[src/rtl/noc_packet_buffer.sv]
// Store-and-forward packet buffer for one NoC channel. It holds flits until a whole
// packet is stored, and falls back to cut-through when one packet is larger than the buffer.
module noc_packet_buffer #(
  parameter int unsigned FLIT_WIDTH = 32,
  parameter int unsigned DEPTH      = 16,
  parameter bit          FULLPACKET = 1'b1
) (
  input  logic                     clk,
  input  logic                     rst,
  input  logic [FLIT_WIDTH-1:0]    in_flit,
  input  logic                     in_last,
  input  logic                     in_valid,
  output logic                     in_ready,
  output logic [FLIT_WIDTH-1:0]    out_flit,
  output logic                     out_last,
  output logic                     out_valid,
  input  logic                     out_ready,
  output logic [$clog2(DEPTH):0]   occupancy,
  output logic                     oversize_err
);

  localparam int unsigned AW = $clog2(DEPTH);
  localparam logic [AW:0] DEPTH_CNT = (AW+1)'(DEPTH);

  typedef enum logic {NORMAL, DRAIN} state_e;

  logic [FLIT_WIDTH:0] mem_q [DEPTH];
  logic [AW-1:0]       wr_ptr_q, wr_ptr_d;
  logic [AW-1:0]       rd_ptr_q, rd_ptr_d;
  logic [AW:0]         occ_q, occ_d;
  logic [AW:0]         pkt_cnt_q, pkt_cnt_d;
  state_e              state_q, state_d;
  logic                err_q, err_d;
  logic                live_q;
  logic                wr_en, rd_en, full;
  logic [FLIT_WIDTH:0] head;

  // NOTE: every signal assigned in always_comb gets a default first so no latch is inferred.
  always_comb begin
    full      = (occ_q == DEPTH_CNT);
    in_ready  = live_q & ~full;
    wr_en     = in_valid & in_ready;
    head      = mem_q[rd_ptr_q];
    out_flit  = head[FLIT_WIDTH-1:0];
    out_last  = head[FLIT_WIDTH];

    if (!FULLPACKET || state_q == DRAIN) out_valid = (occ_q != '0);
    else                                 out_valid = (pkt_cnt_q != '0);
    rd_en = out_valid & out_ready;

    wr_ptr_d = wr_en ? wr_ptr_q + AW'(1) : wr_ptr_q;
    rd_ptr_d = rd_en ? rd_ptr_q + AW'(1) : rd_ptr_q;

    occ_d = occ_q;
    case ({wr_en, rd_en})
      2'b10:   occ_d = occ_q + (AW+1)'(1);
      2'b01:   occ_d = occ_q - (AW+1)'(1);
      default: occ_d = occ_q;
    endcase

    pkt_cnt_d = pkt_cnt_q;
    case ({wr_en & in_last, rd_en & out_last})
      2'b10:   pkt_cnt_d = pkt_cnt_q + (AW+1)'(1);
      2'b01:   pkt_cnt_d = pkt_cnt_q - (AW+1)'(1);
      default: pkt_cnt_d = pkt_cnt_q;
    endcase

    // A full buffer with no complete packet can only be an oversized packet.
    state_d = state_q;
    err_d   = err_q;
    if (FULLPACKET) begin
      case (state_q)
        NORMAL: if (full && pkt_cnt_q == '0) begin
          state_d = DRAIN;
          err_d   = 1'b1;
        end
        DRAIN:  if (rd_en && out_last) state_d = NORMAL;
        default: state_d = NORMAL;
      endcase
    end

    occupancy    = occ_q;
    oversize_err = err_q;
  end

  // NOTE: sequential state uses non-blocking assignments so all flops update together.
  always_ff @(posedge clk or negedge rst) begin
    if (!rst) begin
      wr_ptr_q  <= '0;
      rd_ptr_q  <= '0;
      occ_q     <= '0;
      pkt_cnt_q <= '0;
      state_q   <= NORMAL;
      err_q     <= 1'b0;
      live_q    <= 1'b0;
    end else begin
      wr_ptr_q  <= wr_ptr_d;
      rd_ptr_q  <= rd_ptr_d;
      occ_q     <= occ_d;
      pkt_cnt_q <= pkt_cnt_d;
      state_q   <= state_d;
      err_q     <= err_d;
      live_q    <= 1'b1;
    end
  end

  // NOTE: the storage array is not reset; occupancy and pkt_cnt already mark every entry invalid.
  always_ff @(posedge clk) begin
    if (wr_en) mem_q[wr_ptr_q] <= {in_last, in_flit};
  end

endmodule

[config.mk]
export PLATFORM = sky130hd
export DESIGN_NAME = noc_packet_buffer
export DESIGN_NICKNAME = d
export VERILOG_FILES = /design/src/rtl/noc_packet_buffer.sv
export SDC_FILE = /design/constraint.sdc
export NUM_CORES = 1
export LEC_CHECK = 0
export BUFFER_PORTS_ARGS = -buffer_cell sky130_fd_sc_hd__clkbuf_2
export CAP_MARGIN = 20
export CORE_UTILIZATION = 53
export CTS_BUF_LIST = sky130_fd_sc_hd__clkbuf_8
export CTS_CLUSTER_DIAMETER = 120
export CTS_CLUSTER_SIZE = 28
export DETAILED_ROUTE_END_ITERATION = 6
export GPL_ROUTABILITY_DRIVEN = 1
export GPL_TIMING_DRIVEN = 0
export PLACE_DENSITY = 0.72
export SETUP_SLACK_MARGIN = 0.3
export SYNTH_ARGS = -nofsm -noshare
export SYNTH_HDL_FRONTEND = slang
export SYNTH_SLANG_ARGS = --single-unit
[constraint.sdc]
create_clock -name clk -period 4.25 [get_ports clk]
set_input_delay 0.6375 -clock clk [delete_from_list [all_inputs] [get_ports clk]]
set_output_delay 0.6375 -clock clk [all_outputs]
set_load 0.02 [all_outputs]
## Yosys cells after proc, flatten, opt, wreduce, memory -nomap -nowiden

Memory sizes are Yosys's and may differ from the RTL's.
Cells that the tools add are included.

- Logic and storage cells: 42
- Input port bits: 37
- Bits in writable memories: 528
- Memories: 1
- Register bits: 21

- Bitwise gates (word level): 7
- Mux-type cells: 8
- $add $sub $neg: 6
- Reductions and logical operators: 8
- Equal/unequal tests: 5

Memory list:

| name | words | bits a word | rd ports | clocked after memory_dff | write ports | RTL line | RTL |
|---|---|---|---|---|---|---|---|
| mem_q | 16 | 33 | 1 | 0 | 1 | 27 | `logic [FLIT_WIDTH:0] mem_q [DEPTH];` |

Operators with widths:

| kind | count |
|---|---|
| case mux 5 bit (2 select lines) | 2 |
| adder 5 x 1 -> 5 bit (second input constant) | 2 |
| nonzero test 5 bit | 2 |
| subtractor 5 x 1 -> 5 bit (second input constant) | 2 |
| adder 4 x 1 -> 4 bit (second input constant) | 2 |
| AND 1 bit | 5 |
| equality test 5 bit (second input constant) | 1 |
| zero test 5 bit | 1 |
| 2-to-1 mux 1 bit | 5 |
| equality test 2 x 1 -> 1 bit (second input constant) | 2 |
| equality test 2 bit (second input constant) | 2 |
| nonzero test 2 bit | 2 |
| logical AND 1 bit | 2 |
| NOT 1 bit | 2 |
| case mux 1 bit (2 select lines) | 1 |
| AND reduction 2 bit | 1 |

## Depth between registers and ports, before layout

- Depth in word-level cells: 7
- Depth in mapped cells: 14
- Mapped depth without buffers: 13

## Worst setup path before layout

Ideal clock, no wire load.

- Path type: register -> register
- Start: reg rd_ptr_q[2]
- End: reg pkt_cnt_q[4]
- Path slack: 1.135 ns
- Setup time: 0.079 ns
- Stages on the path, launching flop included: 15
- Required time: 4.171 ns
- Buffers on the path: 2
- Arrival: 3.036 ns
- Path through: dfrtp_1 > buf_6 > mux4_1 > mux4_2 > buf_6 > nand2_1 > inv_1 > ha_1 > xor2_1 > ha_1 > nand2b_1 > a41oi_1 > a31oi_1 > a31oi_1 > xor2_1

- Word-level cells in the longest chain between the ends: 4
- Elaborated cells on any way between the ends: 6

Ends and longest elaborated chain:

| item | RTL line | RTL |
|---|---|---|
| from (decl) | 29 | `logic [AW-1:0] rd_ptr_q, rd_ptr_d;` |
| from (signal assigned) | 98 | `rd_ptr_q <= rd_ptr_d;` |
| memory (16 x 33 bit) * | -- |  |
| net out_last | 15 | `output logic out_last,` |
| AND 1 bit * | 62 | `case ({wr_en & in_last, rd_en & out_last})` |
| equality test 2 x 1 -> 1 bit / equality test 2 bit (equally long branches) | 62 |  |
| case mux 5 bit (2 select lines) / nonzero test 2 bit (equally long branches) | -- |  |
| to (signal assigned) | 100 | `pkt_cnt_q <= pkt_cnt_d;` |
| to (decl) | 31 | `logic [AW:0] pkt_cnt_q, pkt_cnt_d;` |

Mark *: on every way through the listed nets, which the timed path passes. The rest lies on a longest branch.
A chain may end at the register's enable or synchronous reset.

## Worst setup path after layout

- Start: reg rd_ptr_q[1]
- End: out out_flit[30]

- Word-level cells in the longest chain between the ends: 1

Ends and longest elaborated chain:

| item | RTL line | RTL |
|---|---|---|
| memory (16 x 33 bit) | -- |  |
| to (decl) | 14 | `output logic [FLIT_WIDTH-1:0] out_flit,` |

Every way passes these cells.

==> summary.txt <==
CTS
  – Post-CTS Setup Repair Bufs: 0
  – CTS Buf Count: 23
  – CTS root buffer: clkbuf_8
  – H-tree Lvls: 1
  – Clk Latency, worst-skew pair: approximately 0.63 ns
  – Clk slew on worst S/H paths: about 0.16 ns
  – Clock Path Buffers: 3
  – CTS tree: built
  – Clk sinks: between 500 and 600

STA
  – Relative slew slack: 0.334
  – Setup TNS: 0 ns
  – Endpoints failing hold: 0
  – Final Cycle Share: 0.904
  – Clock skew: between 0.015 and 0.02 ns
  – Final min period: approximately 3.8 ns
  – Worst slew pin tran: approximately 1.0 ns
  – RSZ-0062 raised after global routing: false
  – # setup viols final: 0
  – Max Clk Rate: 0.260 GHz
  – Worst Slack Setup Final: roughly 0.4 ns
  – Final slew viol count: 0

Detailed routing
  – Vias/cell: approximately 6.2
  – DR vias: ~9,400
  – Drt drc: 0
  – DRT iter0 DRCs: around 1,100
  – Drt first pass iters: 5
  – Routed Antenna Nets: 0
  – Final WL: 43,000 um
  – Wire per inst: between 20 and 30 um

Place
  – Gp weighted congestion: 0.755
  – Placed cell count: around 1,500
  – Worst slack, placed: roughly 0.20 ns
  – Dpl hpwl: between 20,000 and 30,000 um
  – I/O Buffers: between 70 and 80

GRT
  – Largest net degree at the start of global routing: 30
  – Vias in the first global route: roughly 10,000
  – GRT Total Usage: 0.218
  – First-pass GRT wire length: 63,700 um
  – Initial antenna violation count: 2
  – Total grt overflow: 0

Floorplanning
  – # IOs: just under 80
  – Rows: 72
  – Die Wd: 202 um
  – Chip Height: 202 um
  – Die area: just over 0.04 mm2
  – Core area: 0.0389 mm2
  – Initial core utilization: 0.542

Worst setup path
  – Critical R2R Capture: pkt_cnt_q[4]$_DFFE_PN0P_
  – Worst endpoint required time: 3.61 ns
  – CP Cell Sequence: clkbuf_1 > clkbuf_2 > buf_2 > mux4_2 > mux4_2 > clkbuf_2
  – Startpoint Class: flop
  – R2R depth: 14
  – WP buf/inv: 4
  – CP max-delay cell: mux4_2
  – Cell count along the critical path: 6
  – Crit path DAT: 3.21 ns
  – CP max FO: 10
  – Crit path largest cell delay: 0.52 ns
  – R2R setup slack: a little over 0.6 ns
  – CP Class: flop to output port
  – Setup crit end kind: output port
  – Largest delay share family, worst path: buffers and inverters
  – Reg-to-reg startpoint: rd_ptr_q[3]$_DFFE_PN0P_

Min path
  – Hold Path End: mem_q[15][11]$_DFFE_PP_
  – Hold path cells: 1
  – Hold path start: in_flit[11]
  – Min-delay worst type: primary input to flop

Finish
  – Commonest non-fill, non-tap cell in the layout: edfxtp_1
  – Final cell count without fillers: 1,519
  – ANT cells: 0
  – Layout fillers: ~2,800
  – Most frequent cells in the layout: edfxtp_1 (528), mux4_2 (161), clkbuf_2 (85)
  – Area Growth Syn to Fin: 8.82%
  – Net count, final: ~1,000
  – Finished Core Util: 0.590
  – Layout cells sized above 1: 0.330

Yosys
  – Mean Syn Cell Area: ~24 um2
  – Synth Register Bits: around 550
  – Number of flops mapped to enable cells by yosys: ~530
  – Syn Inst Count: around 870
  – Seq/Total Area, Yosys: 0.777
  – Post-synth net total: about 900
  – Synth area leader: edfxtp_1
  – Synth top area share: 0.752
  – Main flop type after synthesis: edfxtp_1
  – Post-synth cell types: just over 40
  – Synth warnings: 0
  – Main area contributors after synthesis: edfxtp_1 (75%), mux4_2 (17%), dfrtp_1 (2.5%), ha_1 (0.65%), and2_1 (0.50%)
  – Post-synth ARST share: 0.0383
  – Mapped cell area: about 0.021 mm2

Pwr
  – PD cells: just under 600 mW/mm2
  – Peak VDD IR: roughly 0.36 mV
  – Leakage: roughly 7.3 nW

Job
  – Max-cap violations: 0

Status
  – Status: finished clean
==> per-stage QoR <==
stage	power (mW)	hold WS [ns]	instance area, um2
6_report	13.4	0.401	23000
5_1_grt	14.0	0.375	23000
4_1_cts	13.5	0.365	22900
3_5_place_dp	11.6	0.464	22500
3_3_place_gp	11.5	0.454	22100
2_1_floorplan	9.98	0.342	21100
==> per-layer routing <==
layer	vias to the layer above	global-route usage	routed length, um
li1	3925	-	-
met1	5087	0.325	18100
met2	345	0.354	21300
met3	50	0.0292	2990
met4	4	0.0422	559
met5	-	0	24
==> sequential cells by signal (all words and copies together) (netlist names) <==
name          count
live_q            1
mem_q           528
occupancy         5
oversize_err      1
pkt_cnt_q         5
rd_ptr_q          4
state_q           1
wr_ptr_q          4
==> what timing repair did <==
action                                  in CTS  in global routing
endpoints found under the hold margin       21                  0
hold buffers                                 1                  0
pin swaps                                    0                  0
endpoints found under the setup margin      32                 10
gates resized for setup                     62                  8
==> worst max path at each step <==
stage / start / end / slack [ns]
2_1_floorplan: rd_ptr_q[2]$_DFFE_PN0P_ / pkt_cnt_q[4]$_DFFE_PN0P_ / 1.13
3_3_place_gp: rd_ptr_q[0]$_DFFE_PN0P_ / out_flit[1] / 0.20
3_5_place_dp: rd_ptr_q[0]$_DFFE_PN0P_ / out_flit[9] / 0.20
4_1_cts: rd_ptr_q[0]$_DFFE_PN0P_ / out_flit[1] / 0.30
5_1_grt: rd_ptr_q[1]$_DFFE_PN0P_ / out_flit[31] / 0.31
6_report: rd_ptr_q[1]$_DFFE_PN0P_ / out_flit[30] / 0.41
==> report_power, final <==
| part | switching, mW | leakage (nW) | internal [mW] |
|---|---|---|---|
| logic | 2.69 | 2.07 | 2.31 |
| registers | 0.158 | 5.01 | 6.28 |
| clock network | 1.47 | 0.215 | 0.516 |
| total | 4.31 | 7.30 | 9.11 |
==> layout make-up <==
class | count | area (um2) | area share
Clock buffer | 23 | 317 | 0.0138
Timing Repair Buffer | 97 | 764 | 0.0333
Inverter | 10 | 37.5 | 0.00164
Buffer | 42 | 230 | 0.0100
Tap cell | 518 | 648 | 0.0282
Sequential cell | 549 | 16400 | 0.714
Multi-Input combinational cell | 270 | 4520 | 0.197
Clock inverter | 10 | 53.8 | 0.00234
==> kinds of logic (layout without fill, tap and decap cells) <==
logic type / after synthesis / count (layout) / synth area share
and+or+nand+nor: 53 / 53 / 0.0140
xor gates and xnor gates: 17 / 17 / 0.00706
buffers and inverters: 52 / 182 / 0.00996
other: 1 / 1 / 0.000178
AOI/OAI and AO/OA: 19 / 19 / 0.00635
adders and majority gates: 12 / 12 / 0.00747
DFF: 549 / 549 / 0.777
muxes: 168 / 168 / 0.178
==> cells in the mapped netlist, types with 5 or more instances <==
master	instances
xor2_1	7
edfxtp_1	528
inv_1	9
mux4_2	161
dfrtp_1	21
ha_1	11
nand2_1	11
buf_1	14
and2_1	17
xnor2_1	10
a31oi_1	5
clkbuf_1	26
Power figures use the tool's default switching activity.
